## src/rtl/sha_pkg.sv

```systemverilog
// Shared types and default sizes for the SHA memory arbiter.
//   arb_state_t  : arbiter FSM state (IDLE = no owner, OWNED = locked burst)
//   DEF_NUM_REQ  : default number of requesters
//   DEF_ADDR_W   : default memory address width
//   DEF_DATA_W   : default memory data width
package sha_pkg;

   typedef enum logic {
      IDLE  = 1'b0,
      OWNED = 1'b1
   } arb_state_t;

   localparam int DEF_NUM_REQ = 4;
   localparam int DEF_ADDR_W  = 16;
   localparam int DEF_DATA_W  = 32;

endpackage

```

## src/rtl/sha_rr_pick.sv

```systemverilog
// Combinational round-robin picker.
//   req : per-requester request vector
//   ptr : index that has highest priority this cycle
//   gnt : one-hot winner (lowest index at or after ptr, wrapping), zero if no req
module sha_rr_pick #(
   parameter int NUM_REQ = 4,
   parameter int ID_W    = 2
) (
   input  logic [NUM_REQ-1:0] req,
   input  logic [ID_W-1:0]    ptr,
   output logic [NUM_REQ-1:0] gnt
);

   always_comb begin
      logic            found;
      int              idx;
      logic [ID_W-1:0] sel;
      gnt   = '0;
      found = 1'b0;
      idx   = 0;
      sel   = '0;
      for (int i = 0; i < NUM_REQ; i++) begin
         idx = int'(ptr) + i;
         if (idx >= NUM_REQ) idx = idx - NUM_REQ;
         sel = ID_W'(idx);
         if (!found && req[sel]) begin
            gnt[sel] = 1'b1;
            found    = 1'b1;
         end
      end
   end

endmodule

```

## src/rtl/sha_mem_arbiter.sv

```systemverilog
// Memory arbiter: N requesters share one synchronous single-port memory.
// Round-robin arbitration with per-requester burst lock; reads tracked by a
// 2-deep (valid, id) pipeline so rvalid follows the memory's 1-cycle latency.
// Define SHA_MEM_ARB_FIXED_PRIO_EN for fixed (lowest index wins) arbitration.
//   clk, reset_n             : clock, async active-low reset
//   req/lock/req_we          : per-requester request, burst hold, write enable
//   req_addr/req_wdata       : per-requester address/data, flattened, requester 0 in LSBs
//   gnt                      : one-hot-or-zero combinational grant
//   rvalid/rdata             : read return (rdata shared, rvalid selects owner)
//   mem_clk/mem_we/mem_addr/mem_write_data/mem_read_data : memory port
//
// state | meaning
// IDLE  | no owner; arbitrate every cycle
// OWNED | owner_q holds the bus for a locked burst; others wait
import sha_pkg::*;

module sha_mem_arbiter #(
   parameter int NUM_REQ = DEF_NUM_REQ,
   parameter int ADDR_W  = DEF_ADDR_W,
   parameter int DATA_W  = DEF_DATA_W
) (
   input  logic                      clk,
   input  logic                      reset_n,
   input  logic [NUM_REQ-1:0]        req,
   input  logic [NUM_REQ-1:0]        lock,
   input  logic [NUM_REQ*ADDR_W-1:0] req_addr,
   input  logic [NUM_REQ-1:0]        req_we,
   input  logic [NUM_REQ*DATA_W-1:0] req_wdata,
   output logic [NUM_REQ-1:0]        gnt,
   output logic [NUM_REQ-1:0]        rvalid,
   output logic [DATA_W-1:0]         rdata,
   output logic                      mem_clk,
   output logic                      mem_we,
   output logic [ADDR_W-1:0]         mem_addr,
   output logic [DATA_W-1:0]         mem_write_data,
   input  logic [DATA_W-1:0]         mem_read_data
);

   localparam int ID_W = (NUM_REQ > 1) ? $clog2(NUM_REQ) : 1;

   arb_state_t          state_q, state_d;
   logic [ID_W-1:0]     ptr_q, ptr_d;
   logic [ID_W-1:0]     owner_q, owner_d;
   logic [ID_W-1:0]     pick_ptr;
   logic [ID_W-1:0]     win_id;
   logic [NUM_REQ-1:0]  pick_gnt;
   logic                accept;
   logic                pipe0_v, pipe1_v;
   logic [ID_W-1:0]     pipe0_id, pipe1_id;

`ifdef SHA_MEM_ARB_FIXED_PRIO_EN
   // Highest priority is always index 0, so the picker degenerates to fixed priority.
   assign pick_ptr = '0;
`else
   assign pick_ptr = ptr_q;
`endif

   sha_rr_pick #(
      .NUM_REQ (NUM_REQ),
      .ID_W    (ID_W)
   ) u_pick (
      .req (req),
      .ptr (pick_ptr),
      .gnt (pick_gnt)
   );

   always_comb begin
      gnt     = '0;
      state_d = state_q;
      owner_d = owner_q;
      ptr_d   = ptr_q;
      win_id  = '0;

      // Grant is forced low while reset is asserted, even with requests pending.
      if (reset_n) begin
         case (state_q)
            IDLE:    gnt = pick_gnt;
            OWNED:   if (req[owner_q]) gnt[owner_q] = 1'b1;
            default: gnt = '0;
         endcase
      end

      // gnt is always a subset of req, so any grant bit is an accepted transfer.
      accept = |gnt;
      for (int i = 0; i < NUM_REQ; i++) begin
         if (gnt[i]) win_id = ID_W'(i);
      end

      if (accept) begin
         ptr_d = (win_id == ID_W'(NUM_REQ - 1)) ? '0 : win_id + ID_W'(1);
      end

      case (state_q)
         IDLE: begin
            if (accept && lock[win_id]) begin
               state_d = OWNED;
               owner_d = win_id;
            end
         end
         OWNED: begin
            // Final unlocked transfer (if requested) was accepted above via gnt.
            if (!req[owner_q] || !lock[owner_q]) state_d = IDLE;
         end
         default: state_d = IDLE;
      endcase
   end

   always_ff @(posedge clk or negedge reset_n) begin
      if (!reset_n) begin
         state_q        <= IDLE;
         ptr_q          <= '0;
         owner_q        <= '0;
         mem_we         <= 1'b0;
         mem_addr       <= '0;
         mem_write_data <= '0;
         pipe0_v        <= 1'b0;
         pipe0_id       <= '0;
         pipe1_v        <= 1'b0;
         pipe1_id       <= '0;
      end else begin
         state_q  <= state_d;
         ptr_q    <= ptr_d;
         owner_q  <= owner_d;
         mem_we   <= accept & req_we[win_id];
         if (accept) begin
            mem_addr       <= req_addr[win_id*ADDR_W +: ADDR_W];
            mem_write_data <= req_wdata[win_id*DATA_W +: DATA_W];
         end
         // Stage 0: address just issued; stage 1: memory data now on mem_read_data.
         pipe0_v  <= accept & ~req_we[win_id];
         pipe0_id <= win_id;
         pipe1_v  <= pipe0_v;
         pipe1_id <= pipe0_id;
      end
   end

   always_comb begin
      rvalid = '0;
      if (pipe1_v) rvalid[pipe1_id] = 1'b1;
   end

   assign rdata   = mem_read_data;
   assign mem_clk = clk;

endmodule
```

## config.mk

```make
export PLATFORM = sky130hd
export DESIGN_NAME = sha_mem_arbiter
export DESIGN_NICKNAME = d
export VERILOG_FILES = /design/src/rtl/sha_pkg.sv /design/src/rtl/sha_rr_pick.sv /design/src/rtl/sha_mem_arbiter.sv
export SDC_FILE = /design/constraint.sdc
export NUM_CORES = 1
export LEC_CHECK = 0
export CAP_MARGIN = 20
export CORE_AREA = 2 2 128 130
export CTS_BUF_LIST = sky130_fd_sc_hd__clkbuf_4 sky130_fd_sc_hd__clkbuf_8 sky130_fd_sc_hd__clkbuf_16
export CTS_CLUSTER_SIZE = 25
export DETAILED_ROUTE_END_ITERATION = 7
export DIE_AREA = 0 0 130 132
export GPL_TIMING_DRIVEN = 0
export PLACE_DENSITY = 0.71
export SETUP_SLACK_MARGIN = 0.3
export SLEW_MARGIN = 20
export SYNTH_ARGS = -nofsm -noshare
export SYNTH_HDL_FRONTEND = slang
export SYNTH_SLANG_ARGS = --single-unit
```

## constraint.sdc

```tcl
create_clock -name clk -period 3.41 [get_ports clk]
set_input_delay 0.341 -clock clk [delete_from_list [all_inputs] [get_ports clk]]
set_output_delay 0.341 -clock clk [all_outputs]
set_load 0.005 [all_outputs]
```

==> flow_summary.ini, run 1 <==
[worst_setup_path]
critPathArrivalTime_ps = 2850
crit_path_max_incr_delay_ps = 520
path_common_cell = buf_6
reg2reg_slack_ps = 240
r2r-end = mem_write_data[10]
slowest_stage = mux4_2
crit_chain = inv_4, ha_4, mux4_2, buf_6, nor4b_4, buf_4, and2_4, o311ai_4, buf_6, buf_8, inv_4, buf_6
path_class = reg -> out
r2r-start = pick_ptr[1]
ff2ff_path_depth = 12
crit_path_end_kind = output pin
critPathRequiredTime_ps = 3070
cp-start-kind = flip-flop
cp_max_fo = 3

[global_routing]
grt_max_degree = 53
antenna_found_initial = 0
track_usage = 0.2123
grt_pass1_vias = 5252
grt_pass1_wl_mm = 27.67
gr-total-overflow = 0

[synth]
synth_top_cells_by_area = dfrtp_1, nand2_1, o22a_1, a31oi_1, buf_4
synth_edf_count = 0
async_flop_share = 1.000
ys.flop_type = dfrtp_1
yosys.area.top_type_share = 0.3439
syn_area_per_cell_um2 = 7.809
ys_top_cells_by_count = nand2_1, dfrtp_1, o21ai_0
ys_types = 40
ys_warn_count = 0
synth_most_common_cell = nand2_1
syn-num-nets = 805
yosysSeqAreaShare = 0.3439
synth_area_um2 = 4365
synth_top_area_cell = dfrtp_1
syn_inst = 559
ys_seq_elements = 60

[routing]
first_pass_iters = 4
drt_wl_total_mm = 19.75
dr_total_vias = 5464
wl_per_cell_um = 17.54
drtIter0Drc = 300
ant_nets = 0
drc = 0
viasPerCell = 4.853

[sta]
period_needed_ps = 3195
tightest_slew_ps = 499.6
finClkSkew_ps = 9.293
timing.fmax_mhz = 313.0
whs_ps = 314.1
relSlewSlack = 0.6669
drv_slew = 0
finalCritPeriodShare = 0.9370
setup_violations = 0
hold_violations = 0
rsz0062_at_grt = yes

[die]
die_h_um = 132
die_w_um = 130
dieArea_um2 = 17160
num_rows = 46
io_pins = 328
core_region_area_um2 = 15710
initial_utilization = 0.2778

[placement]
numPortBuffers = 295
place_area_um2 = 7615
gp_congestion = 0.9097
dp_hpwl_mm = 14.23

[finish]
layout-drive-gt1-share = 0.2000
antenna_cells = 0
final_area_um2 = 8750
nNetsFinal = 1151
area_growth_pct = 100.4

[pwr]
total_power_mw = 8.663
irDropWorstVdd_uv = 369.2
power.leakage_nw = 3.694
p_per_area_nw_per_um2 = 990.1

[cts]
clkTransAtPathRegs_ps = 60
clock_latency_ps = 440
cts_tree = built

[job]
drv_cap = 0

[hold_path]
hold_class = in -> async

[status]
outcome = completed
[area by class of cell]
class                   instances  area [µm²]
fillers                      1490        6963
repair buffers                330        3374
multi-input cells             414        2564
flip-flops and latches         60        1504
plain buffers                  76       628.1
clock buffers                  15       331.6
well taps                     216       270.3
inverters                      10       50.05
clock inverters                 5       27.53
[metal layers]
layer | global-route usage | share of wire | up-vias
met4 | 0.08602 | 0.029 | 0
li1 | - | - | 2637
met3 | 0.05276 | 0.074 | 39
met1 | 0.2503 | 0.40 | 2541
met5 | 0 | 0 | -
met2 | 0.3656 | 0.49 | 247
[metrics by stage]
stage,cells,setup slack (ps),utilization,setup TNS [ps]
after floorplan,559,319.2,-,0
after global placement,1070,-2121,0.4830,-133060
after detailed placement,1071,-463.2,0.4846,-15590
after CTS,1110,165.3,0.5277,0
after global routing,1126,96.35,0.5569,0
final,1126,214.9,0.5569,0
[where the power goes]
part	internal, mW	total [mW]	switching [mW]
registers	1.12	1.33	0.211
logic	3.34	6.28	2.94
clock network	0.697	1.05	0.354
[layout by cell type, fill, tap and decap left out, drive strengths merged, types with 4 or more instances in the layout]
master         synthesis  layout
mux4                   4       4
a31oi                 46      46
clkinv                 0       4
and2                   8       8
o22a                  43      43
a221o                  4       4
dfrtp                 60      60
clkdlybuf4s50          0     290
a31o                   5       5
ha                     8       8
o22ai                  6       6
o21ai                 49      49
buf                   48      80
a21oi                  8       8
nand2                197     197
inv                   10      10
clkbuf                28      50
nor2                  10      10
[worst max path at each step]
stage                            from           to  slack, ps
final                     pick_ptr[1]       gnt[2]        210
after global routing      pick_ptr[0]   owner_q[1]        100
after CTS                 pick_ptr[1]       gnt[2]        170
after detailed placement  pick_ptr[0]       gnt[3]       -460
after global placement        reset_n       gnt[3]      -2120
after floorplan           pick_ptr[0]  mem_addr[0]        320
[cell families after synthesis]
family	count (synthesis)	share of synthesized area
AOI/OAI and AO/OA	176	0.2881
adders and majority gates	8	0.02293
muxes	4	0.02064
DFF	60	0.3439
and+or+nand+nor	225	0.2075
buffers and inverters	86	0.1169
[registers in the layout, indices dropped and copies added (netlist names)]
signal          count
pick_ptr            2
mem_addr           16
pipe1_v             1
mem_write_data     32
pipe1_id            2
pipe0_v             1
pipe0_id            2
state_q             1
owner_q             2
mem_we              1
[what timing repair did]
| item | in CTS | in global routing |
|---|---|---|
| pin swaps | 10 | 14 |
| gates resized for setup | 80 | 56 |
| endpoints found under the hold margin | 12 | 0 |
| endpoints found under the setup margin | 61 | 57 |
| setup buffers | 19 | 8 |
| hold buffers | 1 | 0 |
| gates cloned | 0 | 8 |
[worst max-delay path, delay by kind of cell (launching register included)]
kind | cells | cell delay (ps)
AO/OA/AOI/OAI | 1 | 110
buffers and inverters | 7 | 760
multiplexers | 1 | 520
adder cells (fa/ha/maj) | 1 | 270
AND/OR/NAND/NOR | 2 | 370
flip-flops | 1 | 380
Note: power is estimated with default switching activity, not from simulation.
==> run 2, diff against run 1 <==
- CORE_AREA: 2 2 128 130 -> 2 2 129 131
- DIE_AREA: 0 0 130 132 -> 0 0 131 133
- PLACE_DENSITY: 0.71 -> 0.66
- SYNTH_HIERARCHICAL: default -> 1
==> run 2 against run 1 <==
Net effect:
- sequential share of layout area about the same
- register-to-register slack about the same
- clock power increased by 7%
- core utilization fell by 1.4 points
- critical path depth up 2
- die area rose by 1.5%
==> flow_summary.ini, run 2 <==
[synth]
synth_most_common_cell = dfrtp_1
syn_area_per_cell_um2 = 9.241
synth_edf_count = 0
synthAdderAreaFrac = 0.01972
synthMuxAreaShare = 0.03056
ys_warn_count = 6
synth_compound_area_frac = 0.3217
syn_inst = 412
ys_types = 49
synth_xor_area_frac = 0
yosys.area_share.simple = 0.1239
syn-num-nets = 656
synth_top_area_cell = dfrtp_1
yosys.area.top_type_share = 0.3943
synth_top_family_by_area = compound AO/OA/AOI/OAI gates
yosysSeqAreaShare = 0.3943
ys_seq_elements = 60
async_flop_share = 1.000
synth_area_um2 = 3807
synth_top_cells_by_area = dfrtp_1, o221ai_1, a22oi_1, buf_4, a21oi_1
ys_top_cells_by_count = dfrtp_1, nor2_1, a21oi_1, a22oi_1, o221ai_1
ys.flop_type = dfrtp_1

[cts]
clock_latency_ps = 440
clkTransAtPathRegs_ps = 50
cts_tree = built

[worst_setup_path]
crit_path_end_kind = flip-flop
cp-start-kind = primary input
startpoint = req[3]
path_class = in -> reg
cp_max_fo = 8
reg2reg_slack_ps = 250
crit_path_end = owner_q[0]
r2r-start = pick_ptr[1]
critPathRequiredTime_ps = 3720
critPathArrivalTime_ps = 3480
ff2ff_path_depth = 15
r2r-end = owner_q[0]

[global_routing]
grt_max_degree = 36
grt_pass1_wl_mm = 26.85
track_usage = 0.2021
grt_pass1_vias = 4933
gr-total-overflow = 0
antenna_found_initial = 0

[sta]
drv_slew = 0
tightest_slew_ps = 525.7
finalCritPeriodShare = 0.9295
hold_violations = 0
timing.fmax_mhz = 315.5
finClkSkew_ps = 11.03
whs_ps = 345.2
setup_violations = 0
setup_ws_ps = 240.5
period_needed_ps = 3170
finalSetupTns_ps = 0
rsz0062_at_grt = yes
relSlewSlack = 0.6496

[pwr]
p_comb_frac = 0.703
total_power_mw = 8.536
netSwitchingPower_mw = 3.429
power.leakage_nw = 3.449
p_int_mw = 5.107
irDropWorstVdd_uv = 556.0
seq_power_share = 0.166
switching_share = 0.4017
p_per_area_nw_per_um2 = 972.9
clockPowerShare = 0.131

[die]
core_region_area_um2 = 16170
die_w_um = 131
dieArea_um2 = 17420
num_rows = 47
initial_utilization = 0.2354
io_pins = 328
die_h_um = 133

[routing]
drt_wl_total_mm = 18.09
first_pass_iters = 4
met1_length_mm = 7.237
drc = 0
viasPerCell = 4.936
ant_nets = 0
dr_wl_met2_mm = 8.992
wl_met3_mm = 1.350
dr_total_vias = 4887
wl_per_cell_um = 18.27
drtIter0Drc = 211
top_layer = met4

[placement]
gp_congestion = 0.8257
numPortBuffers = 295
place_area_um2 = 7058
place_ws_ps = -706.8
dp.cells = 928
dp_hpwl_mm = 12.92

[finish]
finish.utilization = 0.5425
reg_top3 = mem_write_data: 32 flops, mem_addr: 16 flops
final_area_um2 = 8773
final_cells = 990
layout-drive-gt1-share = 0.3286
largest_reg_flops = 32
layout_commonest_cell = clkdlybuf4s50_1
area_growth_pct = 130.4
antenna_cells = 0
top_register = mem_write_data
final_cell_mix = clkdlybuf4s50_1, buf_4, dfrtp_1
nNetsFinal = 1009
fillers = 1426

[job]
drv_cap = 0

[hold_path]
hold_class = reg -> reg

[status]
outcome = completed
[run 2: cell count changes in the layout (fill, tap and decap cells not counted), sizes merged, moves of 22 or more]
cell	before	now
nand2	197	18
o221ai	0	48
a22oi	1	48
nor2	10	54
a31oi	46	3
o22a	43	0
o21ai	49	8
a21oi	8	48
clkbuf	50	28
[run 2: kinds of logic after synthesis]
logic type,count (synthesis)
flops,60
buf+inv,76
simple gates,96
fa+ha+maj,6
compound gates,168
mux,6
[run 2: how the worst min path moves through the flow]
stage | start | end | slack [ps] | cells past startpoint
after floorplan | reset_n | mem_addr[0] | 50 | 0
after global placement | pipe0_id[1] | pipe1_id[1] | 330 | 0
after global routing | pipe0_v | pipe1_v | 350 | 0
after CTS | pipe0_id[0] | pipe1_id[0] | 350 | 0
final | pipe0_id[0] | pipe1_id[0] | 350 | 0
after detailed placement | reset_n | owner_q[0] | 330 | 1
[run 2: power by group through the flow]
| stage | Sequential (mW) | Clock (mW) | Combinational [mW] |
|---|---|---|---|
| floorplan | 1.34 | 0.0190 | 2.11 |
| global placement | 1.34 | 0.0409 | 3.80 |
| detailed placement | 1.35 | 0.0409 | 3.83 |
| CTS | 1.37 | 1.15 | 4.99 |
| global route | 1.46 | 1.19 | 6.46 |
| finish | 1.42 | 1.12 | 6.00 |
[run 2: layer usage]
metal,track usage,vias up
li1,-,2269
met1,0.2543,2330
met4,0.07920,0
met2,0.3270,250
met5,0,-
met3,0.05499,38
[run 2: layout make-up]
| cell class | count | area [µm²] | area share |
|---|---|---|---|
| Clock buffer | 15 | 325.3 | 0.03708 |
| Multi-Input combinational cell | 276 | 2592 | 0.2955 |
| Sequential cell | 60 | 1504 | 0.1714 |
| Tap cell | 220 | 275.3 | 0.03137 |
| Buffer | 66 | 629.4 | 0.07173 |
| Inverter | 10 | 42.54 | 0.004849 |
| Clock inverter | 5 | 52.55 | 0.005990 |
| Timing Repair Buffer | 338 | 3352 | 0.3821 |
[run 2: worst max-delay path: stages]
cell,delay (ps)
clkdlybuf4s50_1,530
mux4_2,600
buf_4,210
nand2_1,90
o21ai_2,50
a221o_1,320
nand2b_1,110
nand2_1,80
nand2_2,120
clkinv_4,90
buf_4,170
nor4_4,360
nor4b_4,100
mux2_4,310
[run 2: repair_timing]
action | 4_1_cts | 5_1_grt
pin swaps | 11 | 12
setup endpoints to repair | 61 | 60
endpoints found under the hold margin | 28 | 0
hold buffers | 1 | 0
gates cloned | 1 | 1
buffers inserted | 34 | 6
gates resized for setup | 136 | 137
